File: src/rtl/text_scanout.sv
// text_scanout
//   Video-side reader of the character VRAM. Generates VGA timing from the
//   pixel clock, walks the 80x30 grid of 8x16 text cells, drives the VRAM
//   read address and hands the fetched character code plus glyph position and
//   syncs, all aligned to one cycle of latency, to the font/pixel stage.
//   Output stream: one pixel per clock, no back-pressure; de marks the
//   visible pixels and char_code is forced to 0 whenever de is 0.
//
// Ports
//   clk               pixel clock, sole clock
//   rst               asynchronous reset, active low
//   row_offset        vertical scroll in text rows, taken once per frame
//   vram_read_address {row[4:0], col[6:0]}, combinational from the counters
//   vram_read_data    VRAM data, registered by the VRAM on the falling edge
//   char_code         character under the current pixel (0 outside de)
//   glyph_row         pixel row inside the cell
//   glyph_col         pixel column inside the cell
//   de                display enable
//   hsync, vsync      active-low syncs
//   frame_start       one-cycle pulse with the first visible pixel
module text_scanout #(
  parameter int READ_ADDR_SIZE = 12,
  parameter int H_VISIBLE      = 640,
  parameter int H_FRONT        = 16,
  parameter int H_SYNC         = 96,
  parameter int H_BACK         = 48,
  parameter int V_VISIBLE      = 480,
  parameter int V_FRONT        = 10,
  parameter int V_SYNC         = 2,
  parameter int V_BACK         = 33
) (
  input  logic                      clk,
  input  logic                      rst,
  input  logic [4:0]                row_offset,
  output logic [READ_ADDR_SIZE-1:0] vram_read_address,
  input  logic [7:0]                vram_read_data,
  output logic [7:0]                char_code,
  output logic [3:0]                glyph_row,
  output logic [2:0]                glyph_col,
  output logic                      de,
  output logic                      hsync,
  output logic                      vsync,
  output logic                      frame_start
);

  localparam int H_TOTAL = H_VISIBLE + H_FRONT + H_SYNC + H_BACK;
  localparam int V_TOTAL = V_VISIBLE + V_FRONT + V_SYNC + V_BACK;

  localparam logic [9:0] H_LAST     = 10'(H_TOTAL - 1);
  localparam logic [9:0] V_LAST     = 10'(V_TOTAL - 1);
  localparam logic [9:0] H_VIS_END  = 10'(H_VISIBLE);
  localparam logic [9:0] V_VIS_END  = 10'(V_VISIBLE);
  localparam logic [9:0] HS_START   = 10'(H_VISIBLE + H_FRONT);
  localparam logic [9:0] HS_END     = 10'(H_VISIBLE + H_FRONT + H_SYNC);
  localparam logic [9:0] VS_START   = 10'(V_VISIBLE + V_FRONT);
  localparam logic [9:0] VS_END     = 10'(V_VISIBLE + V_FRONT + V_SYNC);
  localparam logic [5:0] TEXT_ROWS  = 6'd30;

  logic [9:0]  h_cnt;
  logic [9:0]  v_cnt;
  logic [4:0]  off_q;
  logic        h_last;
  logic        v_last;

  // Stage 0 signals
  logic        vis0;
  logic        hsync0;
  logic        vsync0;
  logic [6:0]  col;
  logic [4:0]  cell_row;
  logic [5:0]  row_sum;
  logic [4:0]  row;
  logic [11:0] addr_full;

  assign h_last = (h_cnt == H_LAST);
  assign v_last = (v_cnt == V_LAST);

  // Raster counters
  always_ff @(posedge clk or negedge rst) begin
    if (!rst) begin
      h_cnt <= 10'd0;
      v_cnt <= 10'd0;
    end else if (h_last) begin
      h_cnt <= 10'd0;
      v_cnt <= v_last ? 10'd0 : v_cnt + 10'd1;
    end else begin
      h_cnt <= h_cnt + 10'd1;
    end
  end

  // Scroll offset is captured only on the last pixel of a frame so the whole
  // frame is drawn with one offset. Out-of-range offsets fall back to 0.
  always_ff @(posedge clk or negedge rst) begin
    if (!rst) begin
      off_q <= 5'd0;
    end else if (h_last && v_last) begin
      off_q <= (row_offset >= 5'd30) ? 5'd0 : row_offset;
    end
  end

  always_comb begin
    vis0     = (h_cnt < H_VIS_END) && (v_cnt < V_VIS_END);
    hsync0   = !((h_cnt >= HS_START) && (h_cnt < HS_END));
    vsync0   = !((v_cnt >= VS_START) && (v_cnt < VS_END));
    col      = h_cnt[9:3];
    cell_row = v_cnt[8:4];
    // Both operands are below 30, so one conditional subtract is a full
    // modulo-30 reduction; 6 bits hold the sum without overflow.
    row_sum  = {1'b0, cell_row} + {1'b0, off_q};
    row      = (row_sum >= TEXT_ROWS) ? 5'(row_sum - TEXT_ROWS) : row_sum[4:0];
    addr_full = {row, col};
  end

  assign vram_read_address = vis0 ? addr_full[READ_ADDR_SIZE-1:0] : '0;

  // Stage 1: VRAM data arrives on the falling edge of the same cycle the
  // address is presented, so everything lines up with a single register.
  always_ff @(posedge clk or negedge rst) begin
    if (!rst) begin
      char_code   <= 8'd0;
      glyph_row   <= 4'd0;
      glyph_col   <= 3'd0;
      de          <= 1'b0;
      hsync       <= 1'b1;
      vsync       <= 1'b1;
      frame_start <= 1'b0;
    end else begin
      char_code   <= vis0 ? vram_read_data : 8'd0;
      glyph_row   <= v_cnt[3:0];
      glyph_col   <= h_cnt[2:0];
      de          <= vis0;
      hsync       <= hsync0;
      vsync       <= vsync0;
      frame_start <= (h_cnt == 10'd0) && (v_cnt == 10'd0);
    end
  end

endmodule

File: config.mk
export PLATFORM = sky130hd
export DESIGN_NAME = text_scanout
export DESIGN_NICKNAME = d
export VERILOG_FILES = /design/src/rtl/text_scanout.sv
export SDC_FILE = /design/constraint.sdc
export NUM_CORES = 1
export LEC_CHECK = 0
export CORE_UTILIZATION = 55
export CTS_BUF_LIST = sky130_fd_sc_hd__clkbuf_4 sky130_fd_sc_hd__clkbuf_8
export DETAILED_ROUTE_END_ITERATION = 10
export DONT_BUFFER_PORTS = 1
export PLACE_DENSITY = 0.72
export REMOVE_ABC_BUFFERS = 1
export SYNTH_ARGS = -nofsm -noshare
export SYNTH_HDL_FRONTEND = slang
export SYNTH_SLANG_ARGS = --single-unit
File: constraint.sdc
create_clock -name clk -period 2.14 [get_ports clk]
set_clock_uncertainty 0.05 [all_clocks]
set_input_delay 0.107 -clock clk [delete_from_list [all_inputs] [get_ports clk]]
set_output_delay 0.107 -clock clk [all_outputs]
set_load 0.05 [all_outputs]
==> flow_metrics.env <==
export IMPL_critPathMaxFanout=4
export IMPL_synth_warnings=0
export IMPL_syn_inst=216
export IMPL_hold_path_class="in -> reg"
export IMPL_cts_tree="built"
export IMPL_via_count=1850
export IMPL_syn_avg_cell_area_um2=10.1
export IMPL_arrival_ns=2.66
export IMPL_die_y_um=64.9
export IMPL_vdd_drop_max_mv=0.331
export IMPL_required_ns=1.98
export IMPL_crit_cells=9
export IMPL_crit_chain="ha_2 -> inv_2 -> fa_2 -> nand2b_4 -> o2bb2ai_2 -> xnor2_1 -> or3_1 -> a21boi_1 -> buf_4"
export IMPL_ys_top_cells_by_area="dfrtp_1, ha_1, and2_1"
export IMPL_cts_sinks=44
export IMPL_rsz0062_at_grt="true"
export IMPL_cts_max_path_buffers=2
export IMPL_cts_clk_slew_worst_paths_ns=0.08
export IMPL_async_flop_share=1.00
export IMPL_ios=46
export IMPL_cp_top_family="adder cells"
export IMPL_fin_crit_ns=2.81
export IMPL_tightestPinTransition_ns=0.458
export IMPL_cts_buffers=5
export IMPL_p_leak_nw=1.38
export IMPL_setup_viol=4
export IMPL_placementRows=22
export IMPL_critical_path_buf_inv_count=2
export IMPL_yosysTopAreaCellShare=0.484
export IMPL_wl_per_cell_um=17.6
export IMPL_max_cap_violations=0
export IMPL_core_area_mm2=0.00372
export IMPL_grt_pass1_vias=1769
export IMPL_area_growth_pct=35.1
export IMPL_place_gp_congestion=0.821
export IMPL_ant_nets=0
export IMPL_cpMaxStageDelayCell="or3_1"
export IMPL_antennaDiodeCount=0
export IMPL_grt_use_total=0.276
export IMPL_die_x_um=64.9
export IMPL_finish_utilization=0.790
export IMPL_grt_pass1_wl_um=8540
export IMPL_drt_iter0_markers=161
export IMPL_vias_per_cell=5.93
export IMPL_routed_wl_um=5490
export IMPL_detailed_place_hpwl_um=3530
export IMPL_antenna_found_initial=0
export IMPL_cpPeakStageDelay_ns=0.38
export IMPL_cts_root_buf="clkbuf_8"
export IMPL_violations="setup timing"
export IMPL_worstHoldPathCells=3
export IMPL_synth_edf_count=0
export IMPL_endpoint_kind="output port"
export IMPL_placed_area_mm2=0.00254
export IMPL_fmax_ghz=0.356
export IMPL_ys_seq_area_frac=0.508
export IMPL_cts_max_level=2
export IMPL_drive_gt1_frac=0.280
export IMPL_start_kind="flip-flop"
export IMPL_die_area_mm2=0.00421
export IMPL_finalCritPeriodShare=1.31
export IMPL_drc=0
export IMPL_synth_ff_type="dfrtp_1"
export IMPL_yosysTopAreaCell="dfrtp_1"
export IMPL_synth_seq_cells=44
export IMPL_overflow=0
export IMPL_port_buffers=0
export IMPL_grt_start_max_net_pins=45
export IMPL_final_hold_violation_count=0
export IMPL_hold_ws_ns=0.101
export IMPL_slew_violations=0
export IMPL_power_density_mw_per_mm2=530
export IMPL_max_slew_margin=0.695
export IMPL_setup_ws_ns=-0.672
export IMPL_start_util=0.585
export IMPL_ys_types=40
export IMPL_crit_type="reg -> out"
export IMPL_synth_area_mm2=0.00217
export IMPL_first_pass_iters=4
export IMPL_clkLatencyLatePin_ns=0.30
export IMPL_status="complete, but fails checks"
export IMPL_nets=290
export IMPL_reg2regPathDepth=7
export IMPL_fin_area_mm2=0.00294
-- flip-flops by register name, indices dropped and copies added, names as in the netlist --
signal and flops:
frame_start 1, glyph_col 3, hsync 1, off_q 5
vsync 1, de 1, glyph_row 4, v_cnt 10
char_code 8, h_cnt 10
-- where the power goes --
part	total (mW)	internal, mW	leakage, nW	switching [mW]
logic	0.0487	0.0254	0.778	0.0233
clock network	0.637	0.355	0.0547	0.282
registers	0.869	0.838	0.544	0.0310
total	1.55	1.22	1.38	0.337
-- cell usage after synthesis, types with 2 or more instances --
cell type and number:
a31oi_1 2, and2_1 17, and3_1 3, buf_2 2
clkbuf_1 7, dfrtp_1 42, dfstp_2 2, ha_1 10
inv_1 11, mux2i_1 2, nand2_1 27, nand2b_1 2
nand3_1 11, nand3b_1 2, nand4_1 4, nor2_1 11
nor3_1 3, nor4_1 5, o21ai_0 16, o2bb2ai_1 2
o31ai_1 2, or4_1 4, xnor2_1 9, xor2_1 4
-- worst reg2reg max path, delay by kind of cell, from the launching register on --
family | cells | cell delay (ns)
AND/OR/NAND/NOR | 2 | 0.78
flip-flops | 1 | 0.42
buffers and inverters | 2 | 0.34
AO/OA/AOI/OAI | 3 | 0.34
-- area by class of cell --
| class | count | area, um^2 |
|---|---|---|
| multi-input combinational | 152 | 1110 |
| sequential | 44 | 1100 |
| fill | 216 | 779 |
| timing repair buffer | 50 | 518 |
| clock buffer | 6 | 76.3 |
| tap | 48 | 60.1 |
| inverter | 11 | 41.3 |
| clock inverter | 1 | 30.0 |
-- through the flow --
| stage | power (mW) | setup slack [ns] | setup TNS [ns] | instances |
|---|---|---|---|---|
| 5_1_grt | 1.60 | -0.721 | -2.37 | 312 |
| 6_report | 1.55 | -0.672 | -2.02 | 312 |
| 4_1_cts | 1.56 | -0.519 | -1.82 | 312 |
| 3_5_place_dp | 0.895 | -0.442 | -1.36 | 288 |
| 2_1_floorplan | 0.893 | -0.945 | -5.33 | 207 |
| 3_3_place_gp | 0.894 | -0.182 | -0.420 | 288 |
-- per-layer routing --
layer  vias to the layer above  share of wire  global-route usage
met4                         0          0.032               0.133
met1                       903           0.39               0.323
met2                        90           0.52               0.469
met3                        20          0.058              0.0669
li1                        837              -                   -
met5                         -              0                   0
-- cell usage in the layout, fill, tap and decap left out, types with 3 or more instances in the layout --
master / Yosys / final
dfrtp_1: 42 / 42
buf_12: 0 / 8
and2_1: 17 / 13
xor2_1: 4 / 4
ha_1: 10 / 8
nor2_1: 11 / 11
and3_1: 3 / 3
nand3_1: 11 / 11
nand4_1: 4 / 4
nand2_1: 27 / 27
and2_4: 0 / 4
inv_1: 11 / 10
buf_4: 0 / 26
nor4_1: 5 / 4
o21ai_0: 16 / 14
clkbuf_8: 0 / 5
xnor2_1: 9 / 8
dlygate4sd3_1: 0 / 14
-- final timing paths --
| check | startpoint | to | slack [ns] |
|---|---|---|---|
| max in group asynchronous | rst | vsync | 1.54 |
| worst max register to register | v_cnt[5] | v_cnt[3] | 0.10 |
| worst max-delay path | off_q[0] | vram_read_address[11] | -0.67 |
| worst min register to register | v_cnt[0] | glyph_row[0] | 0.44 |
| min in group asynchronous | rst | h_cnt[9] | 0.24 |
| worst min-delay path | row_offset[1] | off_q[4] | 0.10 |
-- repair_timing --
action,4_1_cts,5_1_grt
hold buffers,15,0
pin swaps,4,5
gates resized for setup,16,12
buffers inserted,2,1
setup endpoints to repair,5,19
hold endpoints to repair,57,0
-- kinds of logic (layout without fill, tap and decap cells) --
group           count (synthesis)  in the layout  share of synthesized area
compound gates                 30             30                     0.0875
flops                          44             44                      0.508
simple gates                   95             95                      0.235
xor+xnor                       13             13                     0.0524
fa+ha+maj                      11             11                     0.0668
buf+inv                        20             68                     0.0357
mux                             3              3                     0.0144
Power figures use the tool's default switching activity.
